===== src/rtl/de2_115_qsys_pio_pkg.sv =====
// Shared register map, edge-type codes and read-mux helper for the QSYS PIO blocks.
package de2_115_qsys_pio_pkg;

  localparam logic [1:0] ADDR_DATA    = 2'd0;
  localparam logic [1:0] ADDR_RSVD    = 2'd1;
  localparam logic [1:0] ADDR_IRQMASK = 2'd2;
  localparam logic [1:0] ADDR_EDGECAP = 2'd3;

  localparam int EDGE_FALLING = 0;
  localparam int EDGE_RISING  = 1;
  localparam int EDGE_ANY     = 2;

  // Reserved and unknown addresses read back as zero.
  function automatic logic [31:0] pio_read_mux(
    input logic [1:0]  addr,
    input logic [31:0] data,
    input logic [31:0] mask,
    input logic [31:0] cap
  );
    case (addr)
      ADDR_DATA:    return data;
      ADDR_IRQMASK: return mask;
      ADDR_EDGECAP: return cap;
      default:      return '0;
    endcase
  endfunction

endpackage


===== src/rtl/pio_debounce_bit.sv =====
// One input bit: two-flop synchroniser followed by a stable-count debounce filter.
module pio_debounce_bit #(
  parameter int DEBOUNCE_CYCLES = 50000
) (
  input  logic clk,
  input  logic reset,
  input  logic in_bit,
  output logic deb
);

  logic sync1_q, sync1_d;
  logic sync2_q, sync2_d;

  always_comb begin
    sync1_d = in_bit;
    sync2_d = sync1_q;
  end

  always_ff @(posedge clk) begin
    if (reset) begin
      sync1_q <= 1'b0;
      sync2_q <= 1'b0;
    end else begin
      sync1_q <= sync1_d;
      sync2_q <= sync2_d;
    end
  end

  generate
    if (DEBOUNCE_CYCLES == 0) begin : g_bypass
      assign deb = sync2_q;
    end else begin : g_filter
      localparam int CW = $clog2(DEBOUNCE_CYCLES + 1);
      localparam logic [CW-1:0] CNT_LAST = CW'(DEBOUNCE_CYCLES - 1);

      logic [CW-1:0] count_q, count_d;
      logic          deb_q, deb_d;

      // Any cycle where the input agrees with the accepted value restarts the count.
      always_comb begin
        count_d = '0;
        deb_d   = deb_q;
        if (sync2_q != deb_q) begin
          if (count_q == CNT_LAST) begin
            deb_d = sync2_q;
          end else begin
            count_d = count_q + 1'b1;
          end
        end
      end

      always_ff @(posedge clk) begin
        if (reset) begin
          count_q <= '0;
          deb_q   <= 1'b0;
        end else begin
          count_q <= count_d;
          deb_q   <= deb_d;
        end
      end

      assign deb = deb_q;
    end
  endgenerate

endmodule


===== src/rtl/de2_115_qsys_key_pio.sv =====
// Avalon-MM input PIO: debounced data, interrupt mask, W1C edge capture and level IRQ.
module de2_115_qsys_key_pio
  import de2_115_qsys_pio_pkg::*;
#(
  parameter int WIDTH           = 4,
  parameter int DEBOUNCE_CYCLES = 50000,
  parameter int EDGE_TYPE       = EDGE_FALLING
) (
  input  logic             clk,
  input  logic             reset,
  input  logic [1:0]       address,
  input  logic             chipselect,
  input  logic             write_n,
  input  logic [31:0]      writedata,
  input  logic [WIDTH-1:0] in_port,
  output logic [31:0]      readdata,
  output logic             irq
);

  logic [WIDTH-1:0] deb;
  logic [WIDTH-1:0] edge_det;
  logic [WIDTH-1:0] wdata;
  logic             wr_en;

  logic [WIDTH-1:0] deb_prev_q, deb_prev_d;
  logic [WIDTH-1:0] irq_mask_q, irq_mask_d;
  logic [WIDTH-1:0] edge_capture_q, edge_capture_d;
  logic [31:0]      readdata_q, readdata_d;
  logic             irq_q, irq_d;

  genvar gi;
  generate
    for (gi = 0; gi < WIDTH; gi++) begin : g_bit
      pio_debounce_bit #(
        .DEBOUNCE_CYCLES(DEBOUNCE_CYCLES)
      ) u_deb (
        .clk    (clk),
        .reset  (reset),
        .in_bit (in_port[gi]),
        .deb    (deb[gi])
      );
    end

    if (WIDTH < 32) begin : g_wdata_hi
      logic unused_wdata_hi;
      assign unused_wdata_hi = ^writedata[31:WIDTH];
    end
  endgenerate

  assign wr_en = chipselect & ~write_n;
  assign wdata = writedata[WIDTH-1:0];

  always_comb begin
    case (EDGE_TYPE)
      EDGE_RISING: edge_det = ~deb_prev_q & deb;
      EDGE_ANY:    edge_det = deb_prev_q ^ deb;
      default:     edge_det = deb_prev_q & ~deb;
    endcase
  end

  always_comb begin
    deb_prev_d = deb;

    irq_mask_d = irq_mask_q;
    if (wr_en && address == ADDR_IRQMASK) begin
      irq_mask_d = wdata;
    end

    // Clear first, then OR in new edges so a same-cycle edge survives the W1C.
    edge_capture_d = edge_capture_q;
    if (wr_en && address == ADDR_EDGECAP) begin
      edge_capture_d = edge_capture_d & ~wdata;
    end
    edge_capture_d = edge_capture_d | edge_det;

    irq_d      = |(edge_capture_d & irq_mask_d);
    readdata_d = pio_read_mux(address, 32'(deb), 32'(irq_mask_q), 32'(edge_capture_q));
  end

  always_ff @(posedge clk) begin
    if (reset) begin
      deb_prev_q     <= '0;
      irq_mask_q     <= '0;
      edge_capture_q <= '0;
      readdata_q     <= '0;
      irq_q          <= 1'b0;
    end else begin
      deb_prev_q     <= deb_prev_d;
      irq_mask_q     <= irq_mask_d;
      edge_capture_q <= edge_capture_d;
      readdata_q     <= readdata_d;
      irq_q          <= irq_d;
    end
  end

  assign readdata = readdata_q;
  assign irq      = irq_q;

endmodule


===== config.mk =====
export PLATFORM = sky130hd
export DESIGN_NAME = de2_115_qsys_key_pio
export DESIGN_NICKNAME = d
export VERILOG_FILES = /design/src/rtl/de2_115_qsys_pio_pkg.sv /design/src/rtl/pio_debounce_bit.sv /design/src/rtl/de2_115_qsys_key_pio.sv
export SDC_FILE = /design/constraint.sdc
export NUM_CORES = 1
export LEC_CHECK = 0
export CELL_PAD_IN_SITES_DETAIL_PLACEMENT = 1
export CELL_PAD_IN_SITES_GLOBAL_PLACEMENT = 1
export CORE_MARGIN = 4
export CORE_UTILIZATION = 27
export DETAILED_ROUTE_END_ITERATION = 7
export GPL_TIMING_DRIVEN = 0
export MAX_ROUTING_LAYER = met4
export PLACE_DENSITY_LB_ADDON = 0.3
export SYNTH_ARGS = -nofsm -noshare
export SYNTH_HDL_FRONTEND = slang
export SYNTH_SLANG_ARGS = --single-unit

===== constraint.sdc =====
create_clock -name clk -period 4.85 [get_ports clk]
set_clock_uncertainty 0.2 [all_clocks]
set_input_delay 0.485 -clock clk [delete_from_list [all_inputs] [get_ports clk]]
set_output_delay 0.485 -clock clk [all_outputs]
set_load 0.01 [all_outputs]

# Word level (Yosys, flattened, before mapping)
# Cells that the tools add are included.
# Widths: inputs -> output; s select.
# totals
register_bits,121
latch_bits,0
ram_bits,0
mem_bits_ro,0
inputBits,42
out_inout_bits,33
wordCells,62
memories,0
# op_classes
addsub,4
multipliers,0
div,0
n_lt_le_gt_ge,0
eq_ne,10
shifts,0
n_mux,3
bitwise,12
reduce_logical,12
# op_table
cell,count
$add 16x1->16 const B,4
$eq 16x16->1 const B,4
$and 4x4->4,3
$pmux 4 s3,1
$reduce_or 3->1,4
$mux 4,2
$not 4->4,2
$reduce_and 2->1,4
$not 1->1,5
$eq 2x2->1 const B,2
$ne 1x1->1,4
$or 4x4->4,1
$reduce_or 4->1,1
$logic_and 1x1->1,2
$logic_not 2->1,1
$and 1x1->1,1

# Logic depth before layout (Yosys ltp)
# Gate-level depths: netlist (run 1).
# depth
depth_word,7
mapped_depth,8

# By module
# A second synthesis (run 1) with hierarchy kept.
# hier_totals
hier_cells,440
area_unflattened_um2,4121.5
# by_module_without_submodules
mod,n_inst,cells_each,area_each_um2
pio_debounce_bit,4,87,802.0
de2_115_qsys_key_pio,1,92,913.4

# Worst setup path before layout (run 1)
# No wires, ideal clock.
# synth_path
path_type,reg-to-reg
from,reg g_bit[3].u_deb.g_filter.count_q[7]
to,reg g_bit[3].u_deb.g_filter.count_q[11]
setup_time_ns,0.115
arrival_time_ns,1.787
t_required_ns,4.535
slack_ns,2.749
path_stages_with_launch,6
path_buffers,1
period_less_slack_ns,2.101
path_cell_list,dfxtp_1 or4b_1 or4_4 o21ai_2 buf_6 nor2_1
# synth_via
elab_chain_cells,2
elab_cells_between_ends,3
# synth_rtl
element,line_no,rtl
start: declaration,pio_debounce_bit.sv:36,"logic [CW-1:0] count_q, count_d;"
start signal: assignment,pio_debounce_bit.sv:57,count_q <= count_d;
"parallel branches: the longest is 2 deep, another holds $add 16x1->16",n/a,
# Several ways; the timed one is not identified.
# A chain may end at the register's enable or synchronous reset.

# Worst setup path in the final report (run 1)
# layout_path
from,reg g_bit[1].u_deb.g_filter.count_q[0]
to,reg g_bit[1].u_deb.g_filter.count_q[13]
# layout_via
elab_chain_cells,2
elab_cells_between_ends,3
# layout_rtl
element,line_no
start: declaration,pio_debounce_bit.sv:36
start signal: assignment,pio_debounce_bit.sv:57
"parallel branches: the longest is 2 deep, another holds $add 16x1->16",n/a
# Several ways; the timed one is not identified.

==> results of run 1 <==
routing by layer:
metal	vias up	GRT usage, %	wire length, µm
met3	13	1.99	223
li1	1605	-	-
met5	-	-	0
met2	39	16.8	4060
met4	0	5.19	191
met1	1457	12.8	4090
final cells by class:
type                    count  area, µm²  share of cell area (%)
multi-input cells         332       2010                    41.1
flip-flops and latches     93       1860                    38.1
plain buffers              43        274                    5.60
clock buffers              10        239                    4.88
well taps                 184        230                    4.71
repair buffers             17        170                    3.48
clock inverters             5       60.1                    1.23
inverters                  12       45.0                   0.921
worst register-to-register path, delay by kind of cell (launching register included):
family | cells | cell delay (ns)
simple gates | 3 | 0.78
fa+ha+maj | 1 | 0.21
buf+inv | 1 | 0.41
compound gates | 1 | 0.41
flops | 1 | 0.38
sequential cells by signal, indices dropped and copies added (netlist names):
| register | cells |
|---|---|
| deb_prev_q | 4 |
| g_bit.u_deb.sync2_q | 4 |
| readdata | 4 |
| g_bit.u_deb.deb | 4 |
| irq_mask_q | 4 |
| edge_capture_q | 4 |
| g_bit.u_deb.sync1_q | 4 |
| irq | 1 |
| g_bit.u_deb.g_filter.count_q | 64 |
stage by stage:
stage	cell area, µm²	utilization [%]
floorplan	4190	-
global placement	4590	31.2
detailed placement	4590	31.2
CTS	4890	33.3
global route	4890	33.3
finish	4890	33.3
power by group through the flow:
stage,Clock (mW),Sequential (mW),Combinational [mW]
after detailed placement,0,0.788,0.0619
final,0.708,0.771,0.0623
after CTS,0.736,0.771,0.0621
after floorplan,0,0.788,0.0431
after global placement,0,0.788,0.0614
after global routing,0.764,0.771,0.0689
cells by family (layout without fill, tap and decap cells):
group                      count (synthesis)  in the layout  synth area share (%)
xor gates and xnor gates                  51             51                  10.9
AOI/OAI and AO/OA                         41             41                  6.54
DFF                                       93             93                  45.5
adders and majority gates                  4              4                  1.22
buffers and inverters                     55             87                  7.80
other                                      1             28                0.0917
muxes                                     10             10                  2.57
and+or+nand+nor                          198            198                  25.4
how the worst min path moves through the flow:
| stage | start | endpoint | slack (ns) | cells after the start |
|---|---|---|---|---|
| floorplan | g_bit[2].u_deb.g_filter.count_q[0]$_SDFF_PP0_ | g_bit[2].u_deb.g_filter.count_q[0]$_SDFF_PP0_ | 0.21 | 1 |
| global placement | g_bit[0].u_deb.sync1_q$_SDFF_PP0_ | g_bit[0].u_deb.sync2_q$_SDFF_PP0_ | 0.22 | 1 |
| detailed placement | g_bit[1].u_deb.sync1_q$_SDFF_PP0_ | g_bit[1].u_deb.sync2_q$_SDFF_PP0_ | 0.23 | 1 |
| CTS | g_bit[2].u_deb.sync1_q$_SDFF_PP0_ | g_bit[2].u_deb.sync2_q$_SDFF_PP0_ | 0.24 | 1 |
| global route | g_bit[2].u_deb.sync1_q$_SDFF_PP0_ | g_bit[2].u_deb.sync2_q$_SDFF_PP0_ | 0.27 | 1 |
| finish | g_bit[3].u_deb.sync1_q$_SDFF_PP0_ | g_bit[3].u_deb.sync2_q$_SDFF_PP0_ | 0.24 | 1 |
Yosys cell counts, types with 5 or more instances:
cell type	instances
nor2_1	73
nand2_1	15
a21oi_1	11
and4_1	5
xnor2_1	34
dfxtp_1	93
or3_1	12
nand3_1	21
nor3_1	6
mux2i_1	6
clkbuf_1	14
nor4_1	10
nor2b_1	16
nand4_1	16
xor2_1	17
buf_4	28
inv_1	12
and3_1	7
o21ai_0	9
==> flow_metrics.py, run 1 <==
metrics = {
    "worst_setup_path": {
        "cp_max_fo": 10,
        "critical_path.cell_chain": "ha_1, nand3_1, or2_2, o21ai_1, clkbuf_1, nor2_1",
        "r2r-end": "g_bit[1].u_deb.g_filter.count_q[13]$_SDFF_PP0_",
        "worstPathArrival_ns": 2.53,
        "crit_required_ns": 4.86,
        "cp-endpoint": "g_bit[1].u_deb.g_filter.count_q[13]$_SDFF_PP0_",
        "crit_cells": 6,
        "worst-setup-path-type": "reg2reg",
        "critPathTopFamily": "simple AND/OR/NAND/NOR gates",
        "crit_path_end_kind": "register",
        "critical_path.startpoint": "g_bit[1].u_deb.g_filter.count_q[0]$_SDFF_PP0_",
        "cp_num_buf_inv": 1,
        "cpMaxStageDelayCell": "o21ai_1",
        "rrSetupSlack_ns": 2.33,
        "critPathMaxStageDelay_ns": 0.41,
        "r2r.worst_path.cells": 6,
        "worstReg2RegStart": "g_bit[1].u_deb.g_filter.count_q[0]$_SDFF_PP0_",
        "critPathLaunchType": "register",
    },
    "sta": {
        "min_period_ns": 2.52,
        "maxSlewViolCount": 0,
        "fmax_ghz": 0.396,
        "finalSetupViolations": 0,
        "worst_slack_ns": 2.33,
        "holdWs_ns": 0.239,
        "rsz0062_at_grt": "false",
        "fin_crit_sh_pct": 52.0,
        "fin_tns_setup_ns": 0,
        "hold_viol_final": 0,
    },
    "power": {
        "switching_share_pct": 21.3,
        "combPwrFrac_pct": 4.0,
        "p_total_mw": 1.54,
        "leakage_nw": 1.70,
        "vdd_drop_max_mv": 0.176,
        "pwr-share-seq_pct": 50.0,
        "cellPowerDensity_nw_per_um2": 315,
        "internal_power_mw": 1.21,
        "p_clk_share_pct": 45.9,
        "power_switching_mw": 0.329,
    },
    "cells_and_area": {
        "final_cells": 696,
        "fillerInstances": 1694,
        "drive_above_1_share_pct": 10.7,
        "mostFrequentLayoutCell": "dfxtp_1",
        "n_antenna_cell": 0,
        "syn_to_final_growth_pct": 19.6,
        "mostFrequentLayoutCells": "93 x dfxtp_1, 73 x nor2_1, 34 x xnor2_1",
        "fin_nets": 554,
    },
    "clock_tree": {
        "ctsRootBufferMaster": "clkbuf_16",
        "postCtsHoldBufs": 0,
        "cts_setup_buffers": 0,
        "clk_path_buf_depth": 2,
        "clock-sinks": 93,
        "clk_latency_ns": 0.34,
        "tritoncts": "built",
        "htree_num_levels": 3,
        "cts_resized": 0,
        "numCtsBuffers": 9,
        "clkTransAtPathRegs_ns": 0.06,
    },
    "logic_synthesis": {
        "ys_types": 40,
        "synth-seq-cells": 93,
        "yosys.area.top_type": "dfxtp_1",
        "syn_area_per_cell_um2": 9.03,
        "synth_edf_count": 0,
        "ys_async_sr_fraction_pct": 0,
        "synth_warnings": 0,
        "netlist_area_um2": 4090,
        "synth-main-ff-cell": "dfxtp_1",
        "netlist.area_leader.share_pct": 45.5,
        "synthTopCellsByArea": "dfxtp_1 46%, xnor2_1 7.3%, nor2_1 6.7%, buf_4 5.1%, xor2_1 3.6%",
        "yosysSeqAreaShare_pct": 45.5,
        "synthCells": 453,
    },
    "floorplanning": {
        "rows": 44,
        "core-area_um2": 14700,
        "ioPinCount": 75,
        "dieArea_um2": 17200,
        "die_h_um": 131,
        "start_util_pct": 27.8,
        "die_x_um": 131,
    },
    "drt": {
        "drtPass1Iterations": 4,
        "via_count": 3114,
        "postRouteAntennaNets": 0,
        "routed_wl_um": 8570,
        "wl_per_cell_um": 12.3,
        "vias_per_cell": 4.47,
        "drc": 0,
        "drtIter0Drc": 156,
    },
    "place": {
        "io_buffers": 17,
        "pre_cts_ws_ns": 2.24,
        "dpl.hpwl_um": 6350,
        "dp_cells": 681,
        "gp_congestion": 0.762,
    },
    "global_route": {
        "grt_pass1_vias": 3170,
        "gr-total-overflow": 0,
        "grt_use_total_pct": 10.5,
        "grt_antenna_before_repair": 0,
        "grt_max_degree": 16,
        "grt_pass1_wl_um": 14900,
    },
    "min_path": {
        "hold_class": "reg2reg",
    },
    "outcome": {
        "status": "finished clean",
    },
    "job": {
        "maxCapViolations": 0,
    },
}
(Power assumes the default switching activity.)
==> run 2: changes to the inputs <==
- clock period: 4.85 -> 2.3 ns (I/O delays scaled with it)
==> run 2 against run 1 <==
Compared with the run above:
- utilization increased by 0.13 points
- combinational power increased by 110%
- global-route usage about the same
- clock-buffer cell count unchanged
- via count decreased by 0.19%
- first-iteration DRC count decreased by 8.3%
- sequential share of layout area decreased by 0.15 points
- critical path depth decreased by 1
- hold slack about the same
- die area unchanged
- clock power increased by 110%
- cell area increased by 0.38%
- largest cell class unchanged
==> flow_metrics.py, run 2 (synthesis gave the netlist of run 1 again) <==
metrics = {
    "sta": {
        "finalSetupViolations": 0,
        "min_period_ns": 2.22,
        "fin_crit_sh_pct": 96.6,
        "fin_tns_setup_ns": 0,
        "rsz0062_at_grt": "false",
        "hold_viol_final": 0,
        "maxSlewViolCount": 0,
        "fmax_ghz": 0.450,
    },
    "drt": {
        "routed_wl_um": 8590,
        "drtIter0Drc": 143,
        "drtPass1Iterations": 4,
        "vias_per_cell": 4.47,
        "via_count": 3108,
        "wl_per_cell_um": 12.4,
        "postRouteAntennaNets": 0,
        "drc": 0,
    },
    "floorplanning": {
        "core-area_um2": 14700,
        "rows": 44,
        "die_x_um": 131,
        "ioPinCount": 75,
        "die_h_um": 131,
        "start_util_pct": 27.8,
        "dieArea_um2": 17200,
    },
    "worst_setup_path": {
        "cp_max_fo": 10,
        "crit_path_end_kind": "register",
        "critPathTopFamily": "simple AND/OR/NAND/NOR gates",
        "worstPathArrival_ns": 2.25,
        "cp_num_buf_inv": 1,
        "critPathLaunchType": "register",
        "crit_required_ns": 2.33,
        "critical_path.cell_chain": "or4b_1, or4_4, o21ai_4, buf_6, nor2_1",
        "cpMaxStageDelayCell": "or4_4",
        "worst-setup-path-type": "reg2reg",
        "critPathMaxStageDelay_ns": 0.56,
    },
    "cells_and_area": {
        "multi_input_area_um2": 2030,
        "final_cell_area_um2": 4910,
        "fillerInstances": 1695,
        "final_cells": 695,
        "largest_register_ffs": 64,
        "register_area_um2": 1860,
        "fin_nets": 553,
        "mostFrequentLayoutCell": "dfxtp_1",
        "n_antenna_cell": 0,
        "syn_to_final_growth_pct": 20.0,
        "mostFrequentLayoutCells": "93 x dfxtp_1, 73 x nor2_1, 34 x xnor2_1",
        "largest_register": "g_bit.u_deb.g_filter.count_q",
        "drive_above_1_share_pct": 11.7,
    },
    "global_route": {
        "grt_max_degree": 16,
        "use_met1_pct": 12.8,
        "grt.busiest_layer": "met2",
        "gr-total-overflow": 0,
        "grt_use_total_pct": 10.5,
        "use_met3_pct": 1.99,
        "grt_use_met2_pct": 16.9,
        "grt_pass1_wl_um": 14900,
        "grt_pass1_vias": 3176,
        "grt_antenna_before_repair": 0,
    },
    "power": {
        "p_total_mw": 3.25,
        "cellPowerDensity_nw_per_um2": 662,
        "leakage_nw": 1.71,
        "vdd_drop_max_mv": 0.372,
    },
    "clock_tree": {
        "ctsRootBufferMaster": "clkbuf_16",
        "clock-sinks": 93,
        "cts_setup_buffers": 0,
        "clkTransAtPathRegs_ns": 0.06,
        "htree_num_levels": 3,
        "tritoncts": "built",
        "numCtsBuffers": 9,
        "clk_path_buf_depth": 2,
        "clk_latency_ns": 0.34,
    },
    "place": {
        "placed_area_um2": 4590,
        "dpl.hpwl_um": 6350,
        "gp_congestion": 0.762,
        "dp_cells": 681,
        "io_buffers": 17,
    },
    "min_path": {
        "hold_class": "reg2reg",
    },
    "job": {
        "maxCapViolations": 0,
    },
    "outcome": {
        "status": "finished clean",
    },
}
==> run 2: cell type report <==
class	count	area share (%)
plain buffers	42	5.63
clock buffers	10	4.87
clock inverters	5	1.22
inverters	12	0.917
multi-input cells	332	41.3
flip-flops and latches	93	37.9
well taps	184	4.69
repair buffers	17	3.46
==> run 2: power breakdown <==
part	switching, mW	internal, mW
Combinational	0.0651	0.0673
Sequential	0.00524	1.62
Clock	0.623	0.870
Total	0.693	2.56
==> run 2: per-stage QoR <==
step / hold slack [ns] / util (%) / worst slack [ns]
after detailed placement: 0.232 / 31.2 / -0.310
after CTS: 0.243 / 33.4 / 0.00515
after global placement: 0.218 / 31.2 / -0.201
after global routing: 0.266 / 33.4 / 0.000333
after floorplan: 0.158 / - / 0.199
final: 0.239 / 33.4 / 0.0772
==> run 2: path summary, 6_finish.rpt <==
check	startpoint	end	slack, ns	cells after the start
setup / recovery	g_bit[3].u_deb.g_filter.count_q[7]$_SDFF_PP0_	g_bit[3].u_deb.g_filter.count_q[10]$_SDFF_PP0_	0.08	5
hold / removal	g_bit[3].u_deb.sync1_q$_SDFF_PP0_	g_bit[3].u_deb.sync2_q$_SDFF_PP0_	0.24	1
setup reg to reg	g_bit[3].u_deb.g_filter.count_q[7]$_SDFF_PP0_	g_bit[3].u_deb.g_filter.count_q[10]$_SDFF_PP0_	0.08	5
hold reg to reg	g_bit[3].u_deb.sync1_q$_SDFF_PP0_	g_bit[3].u_deb.sync2_q$_SDFF_PP0_	0.24	1
==> run 2: metal layers <==
metal  share of wire [%]  up-vias
met5                   0        -
met2                  47       37
li1                    -     1603
met1                  48     1455
met3                 2.6       13
met4                 2.2        0
==> run 2: what timing repair did <==
item / in CTS / in global routing
hold buffers: 0 / 0
setup endpoints to repair: 29 / 14
pin swaps: 0 / 0
gates resized for setup: 6 / 3
